==> src/rtl/fir_seq_pkg.sv <==
// Shared definitions for the FIR multiply-accumulate sequencer: state encoding
// and the default geometry/latency constants.
package fir_seq_pkg;

  localparam int TAPS_DEF         = 256;
  localparam int MEM_LATENCY_DEF  = 1;
  localparam int MULT_LATENCY_DEF = 3;
  localparam int OUT_MSB_DEF      = 54;
  localparam int DATA_W           = 24;
  localparam int ACC_W            = 56;

  typedef enum logic [1:0] {
    IDLE  = 2'd0,
    RUN   = 2'd1,
    DRAIN = 2'd2,
    DONE  = 2'd3
  } seq_state_e;

endpackage

==> src/rtl/fir_mac_sequencer.sv <==
// Sequences one FIR output per input sample: writes the sample into the ring
// buffer, walks TAPS sample/coefficient address pairs, drains the MAC and captures.
module fir_mac_sequencer
  import fir_seq_pkg::*;
#(
  parameter int TAPS         = TAPS_DEF,
  parameter int MEM_LATENCY  = MEM_LATENCY_DEF,
  parameter int MULT_LATENCY = MULT_LATENCY_DEF,
  parameter int OUT_MSB      = OUT_MSB_DEF,
  localparam int AW          = $clog2(TAPS)
) (
  input  logic                     clock,
  input  logic                     reset_n,
  input  logic                     in_strobe,
  input  logic signed [DATA_W-1:0] in_data,
  output logic                     smp_wr_en,
  output logic [AW-1:0]            smp_wr_addr,
  output logic signed [DATA_W-1:0] smp_wr_data,
  output logic [AW-1:0]            smp_rd_addr,
  output logic [AW-1:0]            coef_addr,
  output logic                     mac_clear,
  input  logic signed [ACC_W-1:0]  mac_acc,
  output logic signed [DATA_W-1:0] out_data,
  output logic                     out_strobe,
  output logic                     busy,
  output logic                     overrun
);

  localparam int CW        = AW + 1;
  localparam int DRAIN_LEN = MEM_LATENCY + MULT_LATENCY + 1;

  seq_state_e               state_r, state_s;
  logic [CW-1:0]            cnt_r, cnt_s;
  logic [AW-1:0]            wr_ptr_r, wr_ptr_s;
  logic [AW-1:0]            rd_addr_r, rd_addr_s;
  logic [AW-1:0]            coef_addr_r, coef_addr_s;
  logic                     mac_clear_r, mac_clear_s;
  logic signed [DATA_W-1:0] out_data_r, out_data_s;
  logic                     out_strobe_r, out_strobe_s;
  logic                     busy_r, busy_s;
  logic                     overrun_r, overrun_s;
  logic                     accept_s;
  logic                     acc_unused_s;

  // The write port must act in the same cycle the strobe arrives.
  assign accept_s     = (state_r == IDLE) && in_strobe;
  assign smp_wr_en    = accept_s;
  assign smp_wr_addr  = wr_ptr_r;
  assign smp_wr_data  = in_data;
  assign acc_unused_s = ^mac_acc;

  assign smp_rd_addr = rd_addr_r;
  assign coef_addr   = coef_addr_r;
  assign mac_clear   = mac_clear_r;
  assign out_data    = out_data_r;
  assign out_strobe  = out_strobe_r;
  assign busy        = busy_r;
  assign overrun     = overrun_r;

  // Next-state and next-output computation for the sequencer.
  always_comb begin
    state_s     = state_r;
    cnt_s       = cnt_r;
    wr_ptr_s    = wr_ptr_r;
    rd_addr_s   = rd_addr_r;
    coef_addr_s = coef_addr_r;
    out_data_s  = out_data_r;
    overrun_s   = overrun_r | (in_strobe && (state_r != IDLE));
    case (state_r)
      IDLE: begin
        if (accept_s) begin
          state_s     = RUN;
          cnt_s       = {CW{1'b0}};
          wr_ptr_s    = wr_ptr_r + AW'(1);
          rd_addr_s   = wr_ptr_r;
          coef_addr_s = {AW{1'b0}};
        end else begin
          state_s = IDLE;
        end
      end
      RUN: begin
        if (cnt_r == CW'(TAPS - 1)) begin
          state_s = DRAIN;
          cnt_s   = {CW{1'b0}};
        end else begin
          cnt_s       = cnt_r + CW'(1);
          rd_addr_s   = rd_addr_r - AW'(1);
          coef_addr_s = coef_addr_r + AW'(1);
        end
      end
      DRAIN: begin
        // Addresses hold here; the last products are still in flight.
        if (cnt_r == CW'(DRAIN_LEN - 1)) begin
          state_s    = DONE;
          cnt_s      = {CW{1'b0}};
          out_data_s = mac_acc[OUT_MSB -: DATA_W];
        end else begin
          cnt_s = cnt_r + CW'(1);
        end
      end
      DONE: begin
        state_s = IDLE;
      end
      default: begin
        state_s = IDLE;
      end
    endcase
    mac_clear_s  = (state_s == RUN) && (cnt_s < CW'(MEM_LATENCY));
    busy_s       = (state_s != IDLE);
    out_strobe_s = (state_s == DONE);
  end

  // State and registered outputs with synchronous active-low reset.
  always_ff @(posedge clock) begin
    if (!reset_n) begin
      state_r      <= IDLE;
      cnt_r        <= {CW{1'b0}};
      wr_ptr_r     <= {AW{1'b0}};
      rd_addr_r    <= {AW{1'b0}};
      coef_addr_r  <= {AW{1'b0}};
      mac_clear_r  <= 1'b1;
      out_data_r   <= {DATA_W{1'b0}};
      out_strobe_r <= 1'b0;
      busy_r       <= 1'b0;
      overrun_r    <= 1'b0;
    end else begin
      state_r      <= state_s;
      cnt_r        <= cnt_s;
      wr_ptr_r     <= wr_ptr_s;
      rd_addr_r    <= rd_addr_s;
      coef_addr_r  <= coef_addr_s;
      mac_clear_r  <= mac_clear_s;
      out_data_r   <= out_data_s;
      out_strobe_r <= out_strobe_s;
      busy_r       <= busy_s;
      overrun_r    <= overrun_s;
    end
  end

endmodule
==> config.mk <==
export PLATFORM = sky130hd
export DESIGN_NAME = fir_mac_sequencer
export DESIGN_NICKNAME = d
export VERILOG_FILES = /design/src/rtl/fir_seq_pkg.sv /design/src/rtl/fir_mac_sequencer.sv
export SDC_FILE = /design/constraint.sdc
export NUM_CORES = 1
export LEC_CHECK = 0
export CELL_PAD_IN_SITES_DETAIL_PLACEMENT = 0
export CELL_PAD_IN_SITES_GLOBAL_PLACEMENT = 1
export CORE_MARGIN = 5
export CORE_UTILIZATION = 27
export CTS_CLUSTER_SIZE = 14
export DETAILED_ROUTE_END_ITERATION = 12
export PLACE_DENSITY_LB_ADDON = 0.1
export SLEW_MARGIN = 10
export SYNTH_ARGS = -nofsm -noshare
export SYNTH_HDL_FRONTEND = slang
export SYNTH_SLANG_ARGS = --single-unit
==> constraint.sdc <==
create_clock -name clock -period 2.8 [get_ports clock]
set_input_delay 0.7 -clock clock [delete_from_list [all_inputs] [get_ports clock]]
set_output_delay 0.7 -clock clock [all_outputs]
set_load 0.03 [all_outputs]
==> metrics.md, run 1 <==
| Metric | Value |
|---|---|
| Startpoint Class | `flop` |
| Htree depth | `3` |
| DR vias/cell | `4.619` |
| FF/Latch Area | `0.001261 sq mm` |
| Overflow after GRT | `0` |
| Ports | `160` |
| First-pass GRT wire length | `13,900 microns` |
| Syn Inst Count | `383` |
| Compound-Gate Fraction of Synth Area | `16.46%` |
| Pint | `0.001662 W` |
| Combinational power share | `11.5%` |
| Clock skew | `0.007503 ns` |
| Share of cells above drive strength 1 | `8.764%` |
| Rel. slew slack | `56.57%` |
| Worst-path fanout max | `10` |
| Wirelength per Cell | `14.70 microns` |
| Setup Crit Path Kind | `flop to flop` |
| Post-DP HPWL | `5970 microns` |
| WP data arrival | `2.74 ns` |
| Cell at the slowest stage of the critical path | `dfxtp_1` |
| Final TNS setup | `0 ns` |
| Post-synth top area share | `41.08%` |
| Warnings from Yosys | `0` |
| CP peak stage delay | `0.37 ns` |
| Die ar. | `0.01360 sq mm` |
| Status | `finished clean` |
| Drt total wl | `8642 microns` |
| P per Cell Area | `551.5 mW/mm^2` |
| Die width | `116.6 microns` |
| Core Footprint | `0.01127 sq mm` |
| Flop pwr share | `41.6%` |
| Met2 usage | `19.72%` |
| Lkg Pwr | `1.464 nW` |
| Row count | `39` |
| Sequential cell area fraction in the yosys report | `41.08%` |
| Detailed Routing Iterations Pass 1 | `4` |
| Max-cap violations | `0` |
| Final nets | `530` |
| Hold Path Class | `flop to flop` |
| Post-CTS Setup Inserts | `0` |
| Area of the multi-input gates | `0.001490 sq mm` |
| Final instance area | `0.004119 sq mm` |
| Antenna violations before repair | `0` |
| Starting density of the core | `27.24%` |
| Min cycle time layout | `2.477 ns` |
| ANT cells | `0` |
| Netlist Area Pre-Place | `0.003070 sq mm` |
| Detailed Route Iter0 Violations | `104` |
| Required time worst endpoint | `3.06 ns` |
| Netlist cell types | `46` |
| Hold slack | `0.4485 ns` |
| Drt drc | `0` |
| Largest net degree at the start of global routing | `40` |
| Vias in the first global route | `2,650` |
| CTS tree | `built` |
| Worst-path clk slew | `0.06 ns` |
| Worst vdd ir | `0.0002362 V` |
| Async S/R FF share, synth | `0%` |
| Clock Tree Buf Depth | `2` |
| Syn nets | `473` |
| Via count | `2,716` |
| Port buffer count | `79` |
| Switching power share of the total | `26.85%` |
| Clock power frac | `46.9%` |
| Place WS | `0.1836 ns` |
| Die H | `116.6 microns` |
| Ys flop type | `dfxtp_1` |
| Switch Pwr | `0.0006099 W` |
| Final Max Slew Viols | `0` |
| Final worst slack | `0.3230 ns` |
| Dominant cells by area after synthesis | `dfxtp_1 (41%), nand2_1 (8.6%), a21oi_1 (8.5%), buf_4 (6.6%), nor2_1 (4.5%)` |
| Final GP Congestion | `0.7502` |
| Placed Area | `0.003834 sq mm` |
| CTS Buf Count | `9` |
| Period utilisation layout | `88.46%` |
| Average cell area after synthesis | `8.017 sq um` |
| Yosys top cell by area | `dfxtp_1` |
| Crit path cell chain | `ha_1 > nand3_1 > nor2_1 > nand2_1 > inv_1 > ha_1 > a21oi_1 > and2_2 > nand2_1 > or3_1 > a21oi_1` |
| Post-synthesis mux area share | `0.8150%` |
| Final setup viols | `0` |
| Sink Count | `63` |
| Fillcell total | `1,181` |
| Max Clk Rate | `403.7 MHz` |
| Number of synthesized flops with an enable pin | `0` |
| Syn-to-layout area delta | `34.15%` |
| Worst slew pin tran | `0.6455 ns` |
| Clock root cell | `clkbuf_16` |
| Routing usage on met1 | `17.07%` |
| Clk_lat worst skew | `0.33 ns` |
| Total track usage | `13.11%` |
| Gr busiest metal | `met2` |
| Largest family of logic cells by synthesized area | `simple AND/OR/NAND/NOR gates` |
| Simple logic cell fraction of the synthesized area | `24.37%` |
| Flops & latches, synth | `63` |
| RSZ-0062 raised after global routing | `no` |
| Post-synthesis xor/xnor area fraction | `3.993%` |
| Grt met3 use | `5.233%` |
| Crit. End Element | `flop` |
| Post-Synth Adder-Cell Area | `2.852%` |
| Hold Vio Cnt, Final | `0` |
| Routed Antenna Nets | `0` |
-- cells in the mapped netlist, drive strengths merged, types with 2 or more instances --
master and instances:
nor3 5, a211oi 4, o21ai 14, o21a 3, nand4 6, xor2 10, and3 7, nand2b 4
a21oi 52, nor4b 2, inv 9, nand2 70, buf 33, o211ai 2, nor4 2, dfxtp 63
a22oi 2, a21o 2, o22ai 3, and4 2, xnor2 4, clkbuf 11, and2 4, nand3 9
nor2 37, ha 7, nor2b 2, nor3b 3
-- final cells by class --
cell class | instances | share of cell area (%)
inverter | 9 | 0.8202
clock inverter | 6 | 1.094
clock buffer | 10 | 5.802
sequential | 63 | 30.62
timing repair buffer | 90 | 21.14
multi-input combinational | 267 | 36.18
tap | 143 | 4.344
-- worst max-delay path: cells and delay by family (launching register included) --
family / cells / cell delay (ns)
and+or+nand+nor: 6 / 1.06
AOI/OAI and AO/OA: 2 / 0.39
buffers and inverters: 1 / 0.05
DFF: 1 / 0.37
adders and majority gates: 2 / 0.54
-- power by group through the flow --
| stage | registers, W | logic [W] | clock network, W |
|---|---|---|---|
| floorplan | 0.000990 | 0.000182 | 0 |
| global placement | 0.000964 | 0.000264 | 0 |
| detailed placement | 0.000964 | 0.000263 | 0 |
| CTS | 0.000944 | 0.000264 | 0.00111 |
| global route | 0.000948 | 0.000287 | 0.00116 |
| finish | 0.000945 | 0.000262 | 0.00107 |
-- per-layer routing --
layer / vias to the layer above / wire [microns]
met5: - / 0
met2: 61 / 3793
met4: 0 / 143
li1: 1394 / -
met1: 1241 / 4091
met3: 20 / 615
-- final timing paths --
kind	cells past startpoint	end	slack, ns	from
hold / removal	2	overrun$_SDFF_PN0_	0.45	overrun$_SDFF_PN0_
hold reg to reg	2	overrun$_SDFF_PN0_	0.45	overrun$_SDFF_PN0_
setup reg to reg	11	coef_addr[5]$_SDFFE_PN0P_	0.32	cnt_r[0]$_SDFF_PN0_
setup / recovery	11	coef_addr[5]$_SDFFE_PN0P_	0.32	cnt_r[0]$_SDFF_PN0_
-- what timing repair did --
action | in CTS | in global routing
resized for setup | 0 | 1
hold buffers | 0 | 0
setup endpoints to repair | 0 | 2
hold endpoints to repair | 0 | 0
-- metrics by stage --
stage | total power [W] | utilization (%) | cells
4_1_cts | 0.002316 | 36.53 | 588
3_3_place_gp | 0.001228 | 34.01 | 572
2_1_floorplan | 0.001172 | - | 383
5_1_grt | 0.002393 | 36.54 | 588
3_5_place_dp | 0.001227 | 34.01 | 572
6_report | 0.002272 | 36.54 | 588
-- sequential cells by signal, indices dropped and copies added (netlist names) --
name and flops:
coef_addr 8, smp_wr_addr 8, busy 1, state_r 2, out_data 24, mac_clear 1
smp_rd_addr 8, overrun 1, cnt_r 9, out_strobe 1
-- cells by family (layout without fill, tap and decap cells) --
kind of cell | after synthesis | count (layout)
buffers and inverters | 53 | 115
DFF | 63 | 63
xor gates and xnor gates | 14 | 14
AOI/OAI and AO/OA | 87 | 87
and+or+nand+nor | 157 | 157
adders and majority gates | 7 | 7
muxes | 2 | 2
-- cell usage in the layout, fill, tap and decap left out, drive strengths merged, types with 9 or more instances in the layout --
master	netlist	layout
xor2	10	10
nand3	9	9
clkdlybuf4s50	0	78
o21ai	14	14
nor2	37	37
clkbuf	11	10
a21oi	52	52
buf	33	12
dfxtp	63	63
nand2	70	70
inv	9	10
Power figures use the tool's default switching activity.
==> inputs of run 2 (changes only) <==
Settings changed: CORE_MARGIN 5 to 1.
==> run 2 against run 1 <==
Net effect:
- count of clock-buffer cells in the layout is 1 higher
- global-route usage is 2.1 points higher
- cell count is 1.0% lower
- power is 6.1% higher
- sequential power hardly changed
- hold slack worse by 0.0050 ns
- sequential cell count stayed put
- routed wire length is 3.9% lower
- combinational power hardly changed
- design area is 0.61% higher
- die area is 13% lower
- critical path type unchanged
- largest cell class unchanged
==> metrics.md, run 2 (synthesis results as in run 1) <==
| Metric | Value |
|---|---|
| Status | `finished clean` |
| Htree depth | `3` |
| Sink Count | `63` |
| Syn-to-layout area delta | `34.96%` |
| Final Max Slew Viols | `0` |
| Antenna violations before repair | `0` |
| Clock root cell | `clkbuf_16` |
| Core Footprint | `0.01098 sq mm` |
| P per Cell Area | `581.9 mW/mm^2` |
| Clock Tree Buf Depth | `2` |
| Min cycle time layout | `2.549 ns` |
| Max Clk Rate | `392.3 MHz` |
| Routed Antenna Nets | `0` |
| Crit. End Element | `flop` |
| Flop pwr share | `39.2%` |
| Die ar. | `0.01180 sq mm` |
| Detailed Routing Iterations Pass 1 | `4` |
| Crit path buf inv count | `1` |
| Crit path cell chain | `ha_1 > nand3_1 > nor2_1 > nand2_1 > inv_1 > ha_1 > a21oi_1 > and2_1 > nand2_1 > or3_1 > a21oi_1` |
| Ports | `160` |
| Die H | `108.6 microns` |
| Leading cell type in the layout, fill and taps excluded | `clkdlybuf4s50_1` |
| Hold Path Class | `flop to flop` |
| Post-DP HPWL | `5473 microns` |
| Drt total wl | `8308 microns` |
| Die width | `108.6 microns` |
| Max-cap violations | `0` |
| Final worst slack | `0.2512 ns` |
| Worst slew pin tran | `0.6411 ns` |
| Wirelength per Cell | `14.27 microns` |
| Hold Vio Cnt, Final | `0` |
| RSZ-0062 raised after global routing | `no` |
| Vias in the first global route | `2,616` |
| Drt drc | `0` |
| Total track usage | `15.17%` |
| Delay-heaviest family, CP | `simple AND/OR/NAND/NOR gates` |
| Max reg flops | `24` |
| Rel. slew slack | `56.86%` |
| Row count | `38` |
| CTS tree | `built` |
| Final TNS setup | `0 ns` |
| # hold bufs at CTS | `0` |
| WP data arrival | `2.81 ns` |
| CP peak stage delay | `0.36 ns` |
| DR vias/cell | `4.643` |
| Starting density of the core | `27.96%` |
| ANT cells | `0` |
| Cell at the slowest stage of the critical path | `dfxtp_1` |
| Place WS | `0.2656 ns` |
| Final nets | `527` |
| Clk_lat worst skew | `0.33 ns` |
| Commonest cells after routing, fill and taps aside | `clkdlybuf4s50_1 (78), nand2_1 (70), dfxtp_1 (63)` |
| Detailed Route Iter0 Violations | `97` |
| Overflow after GRT | `0` |
| Share of cells above drive strength 1 | `7.692%` |
| Port buffer count | `79` |
| First-pass GRT wire length | `13,590 microns` |
| Worst-path fanout max | `9` |
| Post-CTS Resized | `0` |
| Startpoint Class | `flop` |
| Worst vdd ir | `0.0003072 V` |
| Pint | `0.001838 W` |
| Largest net degree at the start of global routing | `54` |
| Clock skew | `0.007467 ns` |
| Setup Crit Path Kind | `flop to flop` |
| Clock power frac | `50.1%` |
| Via count | `2,702` |
| Post-CTS Setup Inserts | `0` |
| Final GP Congestion | `0.7455` |
| Switching power share of the total | `23.75%` |
| Worst-path clk slew | `0.05 ns` |
| Final setup viols | `0` |
| Period utilisation layout | `91.03%` |
| CTS Buf Count | `9` |
| Switch Pwr | `0.0005727 W` |
| Lkg Pwr | `1.478 nW` |
| Required time worst endpoint | `3.06 ns` |
| Combinational power share | `10.7%` |
[run 2: through the flow]
step	total power, W	cell area (sq um)	std cells	util (%)	hold WS [ns]
finish	0.002411	4144	582	37.73	0.4435
global route	0.002508	4144	582	37.73	0.4602
CTS	0.002457	4144	582	37.73	0.4502
detailed placement	0.001225	3820	566	34.78	0.4412
global placement	0.001225	3820	566	34.78	0.4393
floorplan	0.001172	3070	383	-	0.5056
[run 2: cell type report]
type / count / area [sq um]
fillers: 1166 / 6839
multi-input cells: 267 / 1489
flip-flops and latches: 63 / 1261
repair buffers: 87 / 860.8
clock buffers: 11 / 242.7
well taps: 140 / 175.2
clock inverters: 5 / 81.33
inverters: 9 / 33.78
[run 2: final timing paths]
path / slack (ns) / start / end / depth (start not counted)
worst max-delay path: 0.25 / cnt_r[0]$_SDFF_PN0_ / coef_addr[5]$_SDFFE_PN0P_ / 11
worst min-delay path: 0.44 / overrun$_SDFF_PN0_ / overrun$_SDFF_PN0_ / 2
worst max register to register: 0.25 / cnt_r[0]$_SDFF_PN0_ / coef_addr[5]$_SDFFE_PN0P_ / 11
worst min register to register: 0.44 / overrun$_SDFF_PN0_ / overrun$_SDFF_PN0_ / 2
[run 2: worst register-to-register path, cell delays in order, from the launching register on]
cell     delay [ns]
dfxtp_1        0.36
ha_1           0.30
nand3_1        0.11
nor2_1         0.06
nand2_1        0.09
inv_1          0.05
ha_1           0.25
a21oi_1        0.25
and2_1         0.35
nand2_1        0.15
or3_1          0.36
a21oi_1        0.14
[run 2: power by group through the flow]
| stage | logic (W) | clock network (W) | registers [W] |
|---|---|---|---|
| floorplan | 0.000182 | 0 | 0.000990 |
| global placement | 0.000261 | 0 | 0.000964 |
| detailed placement | 0.000261 | 0 | 0.000964 |
| CTS | 0.000262 | 0.00125 | 0.000945 |
| global route | 0.000283 | 0.00128 | 0.000949 |
| finish | 0.000259 | 0.00121 | 0.000945 |
[run 2: per-layer routing]
layer,vias up,routed length [microns],share of wire (%),track usage [%]
met5,-,0,0,0
met4,0,142,1.7,6.757
met3,15,587,7.1,6.336
met2,59,3539,43,21.88
met1,1235,4038,49,19.60
li1,1393,-,-,-
==> inputs of run 3 (changes only) <==
Settings changed: CORE_MARGIN 1 to 4, TNS_END_PERCENT set to 50.
==> run 3 against run 2 <==
Net effect:
- sequential share of layout area about the same
- cell count is 0.34% higher
- core utilization is essentially flat
- combinational power is essentially flat
- hold slack improved by 0.0032 ns
- highest routed layer unchanged
- first-iteration DRC count is 29% lower
==> metrics.md, run 3 (synthesis results as in run 1) <==
| Metric | Value |
|---|---|
| Fillcell total | `1,148` |
| Via count | `2,681` |
| WP data arrival | `2.69 ns` |
| Clock root cell | `clkbuf_16` |
| Row count | `38` |
| Setup Crit Path Kind | `flop to flop` |
| Crit path buf inv count | `1` |
| Port buffer count | `79` |
| Worst-path clk slew | `0.05 ns` |
| Max reg flops | `24` |
| ANT cells | `0` |
| Max Clk Rate | `410.5 MHz` |
| Die width | `114.6 microns` |
| Routed Antenna Nets | `0` |
| RSZ-0062 raised after global routing | `no` |
| Final nets | `529` |
| Vias in the first global route | `2,587` |
| Sink Count | `63` |
| Die H | `114.6 microns` |
| Period utilisation layout | `86.99%` |
| P per Cell Area | `568.4 mW/mm^2` |
| Drt drc | `0` |
| Final GP Congestion | `0.7227` |
| Hold Vio Cnt, Final | `0` |
| Cell at the slowest stage of the critical path | `dfxtp_1` |
| Ports | `160` |
| Commonest cells after routing, fill and taps aside | `clkdlybuf4s50_1 (78), nand2_1 (70), dfxtp_1 (63)` |
| Final Max Slew Viols | `0` |
| CP peak stage delay | `0.36 ns` |
| Post-CTS Resized | `0` |
| Detailed Route Iter0 Violations | `69` |
| End-of-flow core utilization | `37.74%` |
| Drt total wl | `8460 microns` |
| Post-DP HPWL | `5780 microns` |
| Worst-path fanout max | `6` |
| Max-cap violations | `0` |
| Worst slew pin tran | `0.6170 ns` |
| Required time worst endpoint | `3.06 ns` |
| Rel. slew slack | `58.49%` |
| Die ar. | `0.01314 sq mm` |
| Lkg Pwr | `1.487 nW` |
| Post-CTS Setup Inserts | `0` |
| Crit path cell chain | `ha_1 > nand3_1 > nor2_1 > nand2_1 > inv_1 > ha_1 > a21oi_1 > and2_1 > nand2_1 > or3_1 > a21oi_1` |
| CTS Buf Count | `9` |
| Crit. End Element | `flop` |
| Wirelength per Cell | `14.49 microns` |
| Htree depth | `3` |
| Largest net degree at the start of global routing | `54` |
| DR WL met2 | `3834 microns` |
| Clk_lat worst skew | `0.33 ns` |
| Core Footprint | `0.01098 sq mm` |
| Total track usage | `13.36%` |
| Starting density of the core | `27.96%` |
| Max Used Layer | `met4` |
| Detailed Routing Iterations Pass 1 | `4` |
| Delay-heaviest family, CP | `simple AND/OR/NAND/NOR gates` |
| Final TNS setup | `0 ns` |
| # hold bufs at CTS | `0` |
| CTS tree | `built` |
| Antenna violations before repair | `0` |
| First-pass GRT wire length | `13,770 microns` |
| Min cycle time layout | `2.436 ns` |
| Overflow after GRT | `0` |
| DR vias/cell | `4.591` |
| Metal3 WL | `667 microns` |
| Clock Tree Buf Depth | `2` |
| Syn-to-layout area delta | `35.00%` |
| Startpoint Class | `flop` |
| Status | `finished clean` |
| Worst vdd ir | `0.0003295 V` |
| Leading cell type in the layout, fill and taps excluded | `clkdlybuf4s50_1` |
| Share of cells above drive strength 1 | `8.108%` |
| Final setup viols | `0` |
| Hold Path Class | `flop to flop` |
| Clock skew | `0.005328 ns` |
| Total Power | `0.002356 W` |
| DRT met1 WL | `3872 microns` |
-- run 3: cell types whose count changed in the layout (fill, tap and decap cells not counted), sizes merged --
cell      before  now
clkbuf        11   13
buf            9   11
clkinvlp       1    0
bufinv         2    1
-- run 3: report_power, final --
part / switching, W / internal [W]
combinational: 0.000141 / 0.000120
sequential: 0.0000267 / 0.000918
clock: 0.000392 / 0.000758
-- run 3: cell type report --
type / count / area, sq um / share of cell area (%)
Timing Repair Buffer: 89 / 875.8 / 21.13
Clock buffer: 13 / 270.3 / 6.520
Clock inverter: 3 / 40.04 / 0.9659
Tap cell: 140 / 175.2 / 4.226
Inverter: 9 / 33.78 / 0.8150
Multi-Input combinational cell: 267 / 1489 / 35.92
Sequential cell: 63 / 1261 / 30.43
-- run 3: final timing paths --
check,from,end,slack (ns),cells after the start
max,cnt_r[0]$_SDFF_PN0_,coef_addr[5]$_SDFFE_PN0P_,0.36,11
min,overrun$_SDFF_PN0_,overrun$_SDFF_PN0_,0.45,2
min reg2reg,overrun$_SDFF_PN0_,overrun$_SDFF_PN0_,0.45,2
max reg2reg,cnt_r[0]$_SDFF_PN0_,coef_addr[5]$_SDFFE_PN0P_,0.36,11
-- run 3: per-stage QoR --
stage	area [sq um]	std cells	worst slack, ns	hold slack [ns]
CTS	4145	584	0.3353	0.4524
floorplan	3070	383	0.6156	0.5056
detailed placement	3835	568	0.3576	0.4443
global route	4145	584	0.08646	0.4732
finish	4145	584	0.3642	0.4467
global placement	3835	568	0.3202	0.4386
-- run 3: metal layers --
metal	vias up	GRT usage [%]
met4	0	4.830
met3	9	6.501
met2	61	20.29
met5	-	0
met1	1224	16.36
li1	1387	-
-- run 3: tightest hold or removal path, stage by stage, from the launching register on --
cell,delay (ns)
dfxtp_1,0.31
inv_1,0.05
a21oi_1,0.05
